$ cat config.mk
export PLATFORM = sky130hd
export DESIGN_NAME = clk_divider_multi
export DESIGN_NICKNAME = d
export VERILOG_FILES = /design/src/rtl/clk_div_pkg.sv /design/src/rtl/clk_div_chan.sv /design/src/rtl/clk_divider_multi.sv
export SDC_FILE = /design/constraint.sdc
export NUM_CORES = 1
export LEC_CHECK = 0
export BUFFER_PORTS_ARGS = -buffer_cell sky130_fd_sc_hd__buf_2
export CORE_ASPECT_RATIO = 0.8
export CORE_MARGIN = 2
export CORE_UTILIZATION = 62
export CTS_CLUSTER_DIAMETER = 200
export DETAILED_ROUTE_END_ITERATION = 7
export PLACE_DENSITY = 0.9
export SLEW_MARGIN = 20
export SYNTH_ARGS = -nofsm -noshare
export SYNTH_HDL_FRONTEND = slang
export SYNTH_SLANG_ARGS = --single-unit
$ cat constraint.sdc
create_clock -name clk -period 4.2 [get_ports clk]
set_input_delay 1.26 -clock clk [delete_from_list [all_inputs] [get_ports clk]]
set_output_delay 1.26 -clock clk [all_outputs]
set_load 0.03 [all_outputs]
$ cat src/rtl/clk_div_pkg.sv
// rtl/clk_div_pkg.sv - shared constants and helpers for the multi-channel clock divider
//
// Purpose : common widths, VGA divisor constants and the channel-select width function.
// Ports   : none (package).

package clk_div_pkg;

  localparam int CNT_W_DEFAULT = 16;

  // 100 MHz system clock down to the 25 MHz pixel enable.
  localparam int VGA_PIX_DIV   = 4;
  // One 800x525 frame of pixel enables, counted in pixel ticks.
  localparam int VGA_FRAME_DIV = 800 * 525;

  // Channel-select width: clog2(n), but never narrower than one bit.
  function automatic int sel_w(input int n);
    int w;
    w = 1;
    while ((1 << w) < n) w = w + 1;
    return w;
  endfunction

endpackage

$ cat src/rtl/clk_div_chan.sv
// rtl/clk_div_chan.sv - one divider channel: counter, divisor registers, newClk/tick
//
// Purpose : divides clk by a runtime divisor; a new divisor waits in div_pend until the
//           current period wraps (or an align), so periods are never shortened.
// Ports   : clk, reset   - system clock, synchronous active-high reset
//           en, align    - count enable, in-phase restart
//           wr, wr_val   - validated divisor write for this channel
//           newClk, tick - divided clock and one-cycle period pulse (registered)
//           pend         - a written divisor is waiting to take effect

module clk_div_chan #(
  parameter int CNT_W   = 16,
  parameter int DEF_DIV = 4
) (
  input  logic             clk,
  input  logic             reset,
  input  logic             en,
  input  logic             align,
  input  logic             wr,
  input  logic [CNT_W-1:0] wr_val,
  output logic             newClk,
  output logic             tick,
  output logic             pend
);

  localparam logic [CNT_W-1:0] DEF = CNT_W'(DEF_DIV);

  logic [CNT_W-1:0] cnt, div_act, div_pend;
  logic [CNT_W-1:0] cnt_n, div_n, div_pend_n;
  logic             pend_n, tick_n, clk_n;
  logic             wrap;

  assign wrap = (cnt == div_act - 1'b1);

  always_comb begin
    cnt_n      = cnt;
    div_n      = div_act;
    div_pend_n = div_pend;
    pend_n     = pend;
    tick_n     = 1'b0;
    clk_n      = newClk;

    if (align) begin
      cnt_n = '0;
      if (pend) begin
        div_n  = div_pend;
        pend_n = 1'b0;
      end
    end else if (en) begin
      if (wrap) begin
        cnt_n  = '0;
        tick_n = 1'b1;
        if (pend) begin
          div_n  = div_pend;
          pend_n = 1'b0;
        end
      end else begin
        cnt_n = cnt + 1'b1;
      end
    end

    // newClk follows the post-edge count and divisor; with en low it simply holds.
    if (align || en) clk_n = (cnt_n >= (div_n >> 1));

    // A write only ever lands in the pending slot, even when it coincides with a
    // wrap or align that is consuming the previous pending value this cycle.
    if (wr) begin
      div_pend_n = wr_val;
      pend_n     = 1'b1;
    end
  end

  always_ff @(posedge clk) begin
    if (reset) begin
      cnt      <= '0;
      div_act  <= DEF;
      div_pend <= DEF;
      pend     <= 1'b0;
      tick     <= 1'b0;
      newClk   <= 1'b0;
    end else begin
      cnt      <= cnt_n;
      div_act  <= div_n;
      div_pend <= div_pend_n;
      pend     <= pend_n;
      tick     <= tick_n;
      newClk   <= clk_n;
    end
  end

endmodule

$ cat src/rtl/clk_divider_multi.sv
// rtl/clk_divider_multi.sv - NUM_CH programmable clock dividers with glitch-free divisor updates
//
// Purpose : top level; decodes divisor writes, flags rejected writes, and instantiates
//           one clk_div_chan per channel.
// Ports   : clk, reset          - system clock, synchronous active-high reset
//           en, align           - global count enable, in-phase restart of all channels
//           div_wr/sel/val      - divisor write strobe, target channel, divisor value
//           newClk, tick, pend  - per-channel divided clock, period pulse, pending flag
//           wr_err              - one-cycle pulse for a rejected write

module clk_divider_multi
  import clk_div_pkg::*;
#(
  parameter  int NUM_CH  = 2,
  parameter  int CNT_W   = CNT_W_DEFAULT,
  parameter  int DEF_DIV = VGA_PIX_DIV,
  localparam int SEL_W   = sel_w(NUM_CH)
) (
  input  logic              clk,
  input  logic              reset,
  input  logic              en,
  input  logic              align,
  input  logic              div_wr,
  input  logic [SEL_W-1:0]  div_sel,
  input  logic [CNT_W-1:0]  div_val,
  output logic [NUM_CH-1:0] newClk,
  output logic [NUM_CH-1:0] tick,
  output logic [NUM_CH-1:0] pend,
  output logic              wr_err
);

  // One extra bit so NUM_CH itself is representable when SEL_W is exactly clog2.
  localparam logic [SEL_W:0] NUM_CH_W = (SEL_W + 1)'(NUM_CH);

  logic wr_ok;

  assign wr_ok = div_wr && ({1'b0, div_sel} < NUM_CH_W) && (div_val != '0);

  always_ff @(posedge clk) begin
    if (reset) wr_err <= 1'b0;
    else       wr_err <= div_wr && !wr_ok;
  end

  for (genvar i = 0; i < NUM_CH; i++) begin : g_ch
    clk_div_chan #(
      .CNT_W  (CNT_W),
      .DEF_DIV(DEF_DIV)
    ) u_chan (
      .clk   (clk),
      .reset (reset),
      .en    (en),
      .align (align),
      .wr    (wr_ok && (div_sel == SEL_W'(i))),
      .wr_val(div_val),
      .newClk(newClk[i]),
      .tick  (tick[i]),
      .pend  (pend[i])
    );
  end

endmodule
==> impl_results.md, run 1 <==
- Status: finished, final reports clean
- Ys flop type: dfxtp_1
- DR vias/cell: around 6.2
- Detail Placement HPWL: around 13 mm
- Layout fillers: 771
- Worst-skew pair later-pin latency: 0.35 ns
- Antenna Cells: 0
- Cells after Synth: 737
- Worst Tran Pin Value: around 1.1 ns
- Max Clock Freq: 246.3 MHz
- Final #Nets: 826
- Setup CP Type: flop to flop
- Antenna Violating Nets Remaining: 0
- Critical path launch point type: flop
- # IOs: 29
- Gp weighted congestion: 0.9695
- Final hold violations: 0
- Cts bufs inserted: 9
- Worst hold slack: 0.5076 ns
- Critical-path maximum fanout: 6
- Hold-critical path depth: 2
- DR WL/cell: 19.35 µm
- Worst vdd ir: 238.3 µV
- Min-Delay Startpoint: g_ch[1].u_chan.div_pend[11]
- Root buffer cell: clkbuf_16
- TritonRoute pass-1 iters: 5
- Max-cap violation count: 0
- EDFF count, synth: 0
- Share of synthesized registers carrying an async set or reset: 0
- Die span in x: 118.0 µm
- Placeable Area: 10200 µm²
- IO buf count: 28
- Std-Cell Rows: 33
- Largest net degree at the start of global routing: 58
- Count of clock tree sinks: a little over 100
- DR vias: 5706
- Vias in the first global route: 5380
- Max clock buf depth: 2
- CTS tree: built
- Die area: 11240 µm²
- Mapped cell area: around 6400 µm²
- Share of cells above drive strength 1: 0.1523
- Overall power: slightly above 2000 µW
- Violation count after the first detailed-route iteration: 560
- Final Slew Violations: 0
- Wirelength, routed: 17.70 mm
- Leak pwr: ~0.003 µW
- Setup crit start: g_ch[1].u_chan.div_act[1]
- GR Overflow Total: 0
- Clock Pin Slew Worst Setup and Hold Paths: 0.07 ns
- Power Dens Cells: 288.0 nW/µm²
- Post-Place Setup Slack: -0.07747 ns
- Post-synthesis sequential area ratio: 0.3198
- Initial Utilization: 0.6323
- Die Y: roughly 95 µm
- Post-Layout Cell Count: 915
- Yosys warnings: 0
- Tcrit/Tclk final: 0.9669
- Minimum clock period: ~4.1 ns
- Critical Path RT: 4.41 ns
- Syn nets: 793
- Worst reg2reg path depth: 18
- Worst rel slew slack: 0.2374
- First-pass GRT wire length: 27.75 mm
- R2R Path Start: g_ch[1].u_chan.div_act[1]
- Final Skew: around 0.0076 ns
- Final setup margin: 0.1391 ns
- Seq cells post-synth: 103
- Syn Area/Cell: 8.750 µm²
- Multi-input logic area: 4160 µm²
- Total GRT Usage: 0.3180
- Yosys cell types: 74
- CP Capture Type: flop
- Placed Instances: 897
- Worst Hold Class: flop to flop
- Final TNS setup: 0 ns
- Initial antenna violation count: 0
- Register area: 2062 µm²
- Post-route DRC: 0
- H-tree levels: 3
- Hold_buf cts: 0
- Synth-to-Final Area Change: 11.82%
- Final setup violation count: 0
- Worst Path Arrival: 4.28 ns
[timing repair]
action,4_1_cts,5_1_grt
pin swaps,1,2
setup buffers,1,1
gates resized for setup,3,11
endpoints found under the setup margin,1,2
[final timing paths]
check                                to  slack (ns)
max               g_ch[1].u_chan.newClk        0.14
min          g_ch[1].u_chan.div_act[11]        0.51
max reg2reg       g_ch[1].u_chan.newClk        0.14
min reg2reg  g_ch[1].u_chan.div_act[11]        0.51
[through the flow]
stage	instance area, µm²	utilization
finish	7211	0.7070
global route	7211	0.7070
CTS	7151	0.7011
detailed placement	6823	0.6690
global placement	6823	0.6690
floorplan	6449	-
[layout make-up]
cell class | count | area share
inverters | 17 | 0.008850
flip-flops and latches | 103 | 0.2860
clock buffers | 11 | 0.03366
multi-input cells | 572 | 0.5770
well taps | 140 | 0.02429
repair buffers | 67 | 0.06177
clock inverters | 5 | 0.008503
[cells by family after synthesis]
| family | count (synthesis) | synth area share |
|---|---|---|
| compound gates | 96 | 0.1153 |
| buf+inv | 62 | 0.04618 |
| flops | 103 | 0.3198 |
| xor+xnor | 64 | 0.08692 |
| fa+ha+maj | 34 | 0.06597 |
| simple gates | 302 | 0.2466 |
| mux | 76 | 0.1193 |
[routing by layer]
| layer | GRT usage | wire, µm | vias up |
|---|---|---|---|
| li1 | - | - | 2686 |
| met1 | 0.4275 | 7777 | 2709 |
| met2 | 0.5034 | 7751 | 270 |
| met3 | 0.08732 | 1784 | 41 |
| met4 | 0.09538 | 388 | 0 |
| met5 | 0 | 0 | - |
[placed cells by master (no fill, tap or decap), types with 4 or more instances in the layout]
| cell type | instances |
|---|---|
| a21o_1 | 8 |
| ha_1 | 33 |
| mux2i_1 | 74 |
| nor4_1 | 12 |
| a31oi_1 | 4 |
| or3_1 | 6 |
| clkbuf_16 | 9 |
| o21a_1 | 5 |
| nor2_1 | 124 |
| buf_4 | 38 |
| a211o_1 | 7 |
| and3_1 | 9 |
| nor3_1 | 14 |
| nand2b_1 | 30 |
| dfxtp_1 | 103 |
| xor2_1 | 32 |
| o21ai_0 | 7 |
| o211ai_1 | 6 |
| a211oi_1 | 6 |
| nor2b_1 | 10 |
| or4_1 | 4 |
| nor4_2 | 4 |
| nand4_1 | 17 |
| inv_1 | 16 |
| buf_2 | 28 |
| or2_2 | 4 |
| nand3_1 | 16 |
| o31ai_1 | 5 |
| a21oi_1 | 16 |
| xnor2_1 | 32 |
| nand2_1 | 22 |
[synth_stat cells, types with 5 or more instances]
| cell | instances | area share |
|---|---|---|
| xnor2_1 | 32 | 0.043 |
| a211o_1 | 7 | 0.0095 |
| buf_4 | 11 | 0.013 |
| nand3_1 | 16 | 0.012 |
| nor4_1 | 15 | 0.015 |
| clkbuf_1 | 27 | 0.016 |
| dfxtp_1 | 103 | 0.32 |
| nor2b_1 | 10 | 0.0097 |
| inv_1 | 17 | 0.0099 |
| nand2b_1 | 30 | 0.029 |
| o21ai_0 | 8 | 0.0062 |
| ha_1 | 34 | 0.066 |
| nand4_1 | 17 | 0.016 |
| o31ai_1 | 5 | 0.0058 |
| and3_1 | 9 | 0.0087 |
| o211ai_1 | 6 | 0.0070 |
| nor2_1 | 125 | 0.073 |
| or3_1 | 6 | 0.0058 |
| a21o_1 | 8 | 0.0093 |
| mux2i_1 | 74 | 0.11 |
| nor3_1 | 14 | 0.011 |
| a21oi_1 | 16 | 0.012 |
| a211oi_1 | 6 | 0.0070 |
| nand2_1 | 23 | 0.013 |
| o21a_1 | 5 | 0.0058 |
| xor2_1 | 32 | 0.043 |
[sequential cells by signal, indices dropped and copies added, names as in the netlist]
name	flops
g_ch.u_chan.pend	2
g_ch.u_chan.div_pend	32
g_ch.u_chan.cnt	32
g_ch.u_chan.div_act	32
g_ch.u_chan.newClk	2
wr_err	1
g_ch.u_chan.tick	2
[critical path, cell delays in order (launching register included)]
cell and delay (ns):
dfxtp_1 0.37, inv_2 0.11, ha_4 0.17, or3b_2 0.50, nor4_2 0.24, o2111ai_1 0.17, nor4_2 0.23, nand4_1 0.28
buf_4 0.24, a21oi_1 0.16, or2_2 0.14, ha_1 0.23, nand2b_1 0.16, a21o_1 0.18, a21o_1 0.19, a21oi_1 0.19
o21ai_1 0.13, a21oi_1 0.15, a211oi_1 0.08
[power by group]
group	switching, µW	internal, µW
Sequential	20.8	998
Combinational	119	82.9
Clock	373	484
(Power assumes the default switching activity.)
==> run 2, diff against run 1 <==
Settings changed: CORE_UTILIZATION 62 to 64, CTS_BUF_LIST set to sky130_fd_sc_hd__clkbuf_4 sky130_fd_sc_hd__clkbuf_8, PLACE_DENSITY 0.9 to 0.92.
==> impl_results.md, run 2 (synthesized netlist as in run 1, its figures left out) <==
- Leak pwr: 0.002957 µW (-2.5%)
- GR Overflow Total: 0 (unchanged)
- Final Skew: 0.008140 ns (+0.0005840 ns)
- Post-Place Setup Slack: -0.09574 ns (-0.01828 ns)
- Multi-input logic area: 4203 µm² (+1.0%)
- Final setup margin: 0.2024 ns (+0.06326 ns)
- Worst Path Arrival: 4.26 ns (-0.02 ns)
- Post-route DRC: 0 (unchanged)
- Final #Nets: 824 (-0.24%)
- Hold_buf cts: 0 (unchanged)
- Reg2reg end: g_ch[0].u_chan.newClk
- Minimum clock period: 3.998 ns (-0.06326 ns)
- Detail Placement HPWL: 13.05 mm (-2.6%)
- Crit-path leading delay family: simple AND/OR/NAND/NOR gates
- Final Slew Violations: 0 (unchanged)
- Wirelength, routed: 17.40 mm (-1.7%)
- Max Clock Freq: 250.2 MHz (+1.6%)
- Power Dens Cells: 253.1 nW/µm² (-12%)
- Initial antenna violation count: 1 (+1)
- Largest net degree at the start of global routing: 58 (unchanged)
- Std-Cell Rows: 32 (-3.0%)
- DR vias: 5783 (+1.3%)
- Placeable Area: 9729 µm² (-4.6%)
- Post-Layout Cell Count: 909 (-0.66%)
- Final setup violation count: 0 (unchanged)
- Vias in the first global route: 5573 (+3.6%)
- Count of clock tree sinks: 103 (unchanged)
- Status: finished, final reports clean
- Setup CP Type: flop to flop
- DR vias/cell: 6.362 (+2.0%)
- Commonest non-fill, non-tap cell in the layout: nor2_1
- H-tree levels: 3 (unchanged)
- CTS tree: built
- Worst hold slack: 0.5057 ns (-0.001854 ns)
- Root buffer cell: clkbuf_8
- Critical Path RT: 4.46 ns (+0.05 ns)
- Setup crit start: g_ch[0].u_chan.div_act[1]
- Initial Utilization: 0.6628 (+0.03049)
- Placed Instances: 885 (-1.3%)
- Tcrit/Tclk final: 0.9518 (-0.01506)
- Final instance area: 7102 µm² (-1.5%)
- Die area: 10900 µm² (-3.0%)
- Worst vdd ir: 167.6 µV (-30%)
- Synth-to-Final Area Change: 10.13%
- Critical-path maximum fanout: 8 (+2)
- Worst Tran Pin Value: 0.6957 ns (-0.4469 ns)
- Die Y: 93.78 µm (-1.5%)
- Slowest stage delay, CP: 0.53 ns (+0.03 ns)
- Largest regs: g_ch.u_chan.cnt: 32 flops, g_ch.u_chan.div_act: 32 flops, g_ch.u_chan.div_pend: 32 flops
- Max clock buf depth: 2 (unchanged)
- Critical path launch point type: flop
- IO buf count: 28 (unchanged)
- Worst-skew pair later-pin latency: 0.39 ns (+0.04 ns)
- Crit path max-delay cell type: or4b_4
- Worst-path cell chain: inv_1 -> ha_2 -> or4b_4 -> o211a_1 -> or2_1 -> nor4_4 -> nand4_2 -> buf_4 -> o21ai_4 -> nor2_1 -> ha_1 -> a21o_1 -> a21oi_2 -> nand3_2 -> a31oi_1 -> a21oi_1 -> o31ai_1 -> a211oi_1
- DP Area: 6758 µm² (-0.95%)
- Antenna Violating Nets Remaining: 0 (unchanged)
- Die span in x: 116.2 µm (-1.5%)
- Layout fillers: 688 (-11%)
- TritonRoute pass-1 iters: 5 (unchanged)
- First-pass GRT wire length: 27.85 mm (+0.35%)
- Most frequent cells in the layout: nor2_1 (124), dfxtp_1 (102), mux2i_1 (74)
- Worst Hold Class: flop to flop
- R2R Path Start: g_ch[0].u_chan.div_act[1]
- Violation count after the first detailed-route iteration: 479 (-14%)
- R2R Setup Slk: 0.20 ns (+0.06 ns)
- Crit path to: g_ch[0].u_chan.newClk
- Register area: 2063 µm² (about the same)
- Final TNS setup: 0 ns (unchanged)
- Final hold violations: 0 (unchanged)
- Buf+Inv Stages, Crit Path: 2 (unchanged)
- Worst reg2reg path depth: 18 (unchanged)
- Total GRT Usage: 0.3283 (+0.01035)
- Worst rel slew slack: 0.5319 (+0.2945)
- DR WL/cell: 19.14 µm (-1.1%)
- Cts bufs inserted: 9 (unchanged)
- Max-cap violation count: 0 (unchanged)
- CP Capture Type: flop
- Share of cells above drive strength 1: 0.1567 (+0.004478)
- Gp weighted congestion: 0.9844 (+1.5%)
- Critical Path Stages: 18 (unchanged)
- # IOs: 29 (unchanged)
- Clock Pin Slew Worst Setup and Hold Paths: 0.10 ns (+0.03 ns)
run 2: changes by cell type in the layout (fill, tap and decap cells not counted), moves of 2 or more:
cell and delta:
clkbuf_16 -9, clkbuf_8 +8, clkinvlp_4 +3, a21oi_1 -2, a21oi_2 +2, buf_4 -2
run 2: final cells by class:
cell class | count | area share
flip-flops and latches | 103 | 0.2905
clock inverters | 6 | 0.006342
diodes | 1 | 0.0003524
repair buffers | 65 | 0.06061
well taps | 136 | 0.02396
inverters | 17 | 0.008985
clock buffers | 9 | 0.01744
multi-input cells | 572 | 0.5918
run 2: stage by stage:
| stage | utilization | power (µW) |
|---|---|---|
| detailed placement | 0.6946 | 1229 |
| floorplan | - | 1171 |
| global route | 0.7299 | 1857 |
| global placement | 0.6946 | 1221 |
| finish | 0.7299 | 1797 |
| CTS | 0.7155 | 1790 |
run 2: routing by layer:
metal | track usage | up-vias | part of all wire
met2 | 0.4961 | 316 | 0.44
met4 | 0.09722 | 0 | 0.022
li1 | - | 2682 | -
met1 | 0.4442 | 2743 | 0.43
met3 | 0.1103 | 42 | 0.11
met5 | 0 | - | 0
run 2: power breakdown:
part | internal [µW] | switching, µW
clock | 215 | 362
combinational | 84.2 | 117
sequential | 998 | 21.2
run 2: worst reg2reg max path, cell delays in order (launching register included):
cell and delay, ns:
dfxtp_1 0.36, inv_1 0.07, ha_2 0.19, or4b_4 0.53, o211a_1 0.25, or2_1 0.26
nor4_4 0.35, nand4_2 0.13, buf_4 0.17, o21ai_4 0.23, nor2_1 0.10, ha_1 0.33
a21o_1 0.18, a21oi_2 0.21, nand3_2 0.11, a31oi_1 0.16, a21oi_1 0.07, o31ai_1 0.08
a211oi_1 0.10
run 2: repair_timing:
item	4_1_cts	5_1_grt
setup endpoints to repair	2	2
pin swaps	1	8
buffers inserted	2	6
gates resized for setup	3	18
run 2: how the worst min path moves through the flow:
stage / slack (ns) / start / cells past startpoint / endpoint
2_1_floorplan: 0.46 / g_ch[1].u_chan.div_pend[2] / 1 / g_ch[1].u_chan.div_pend[2]
3_3_place_gp: 0.48 / g_ch[1].u_chan.div_pend[15] / 2 / g_ch[1].u_chan.div_act[15]
3_5_place_dp: 0.48 / g_ch[0].u_chan.div_pend[12] / 2 / g_ch[0].u_chan.div_pend[12]
4_1_cts: 0.51 / g_ch[0].u_chan.div_pend[13] / 2 / g_ch[0].u_chan.div_pend[13]
5_1_grt: 0.55 / g_ch[0].u_chan.div_pend[8] / 2 / g_ch[0].u_chan.div_pend[8]
6_report: 0.51 / g_ch[0].u_chan.div_pend[12] / 2 / g_ch[0].u_chan.div_pend[12]
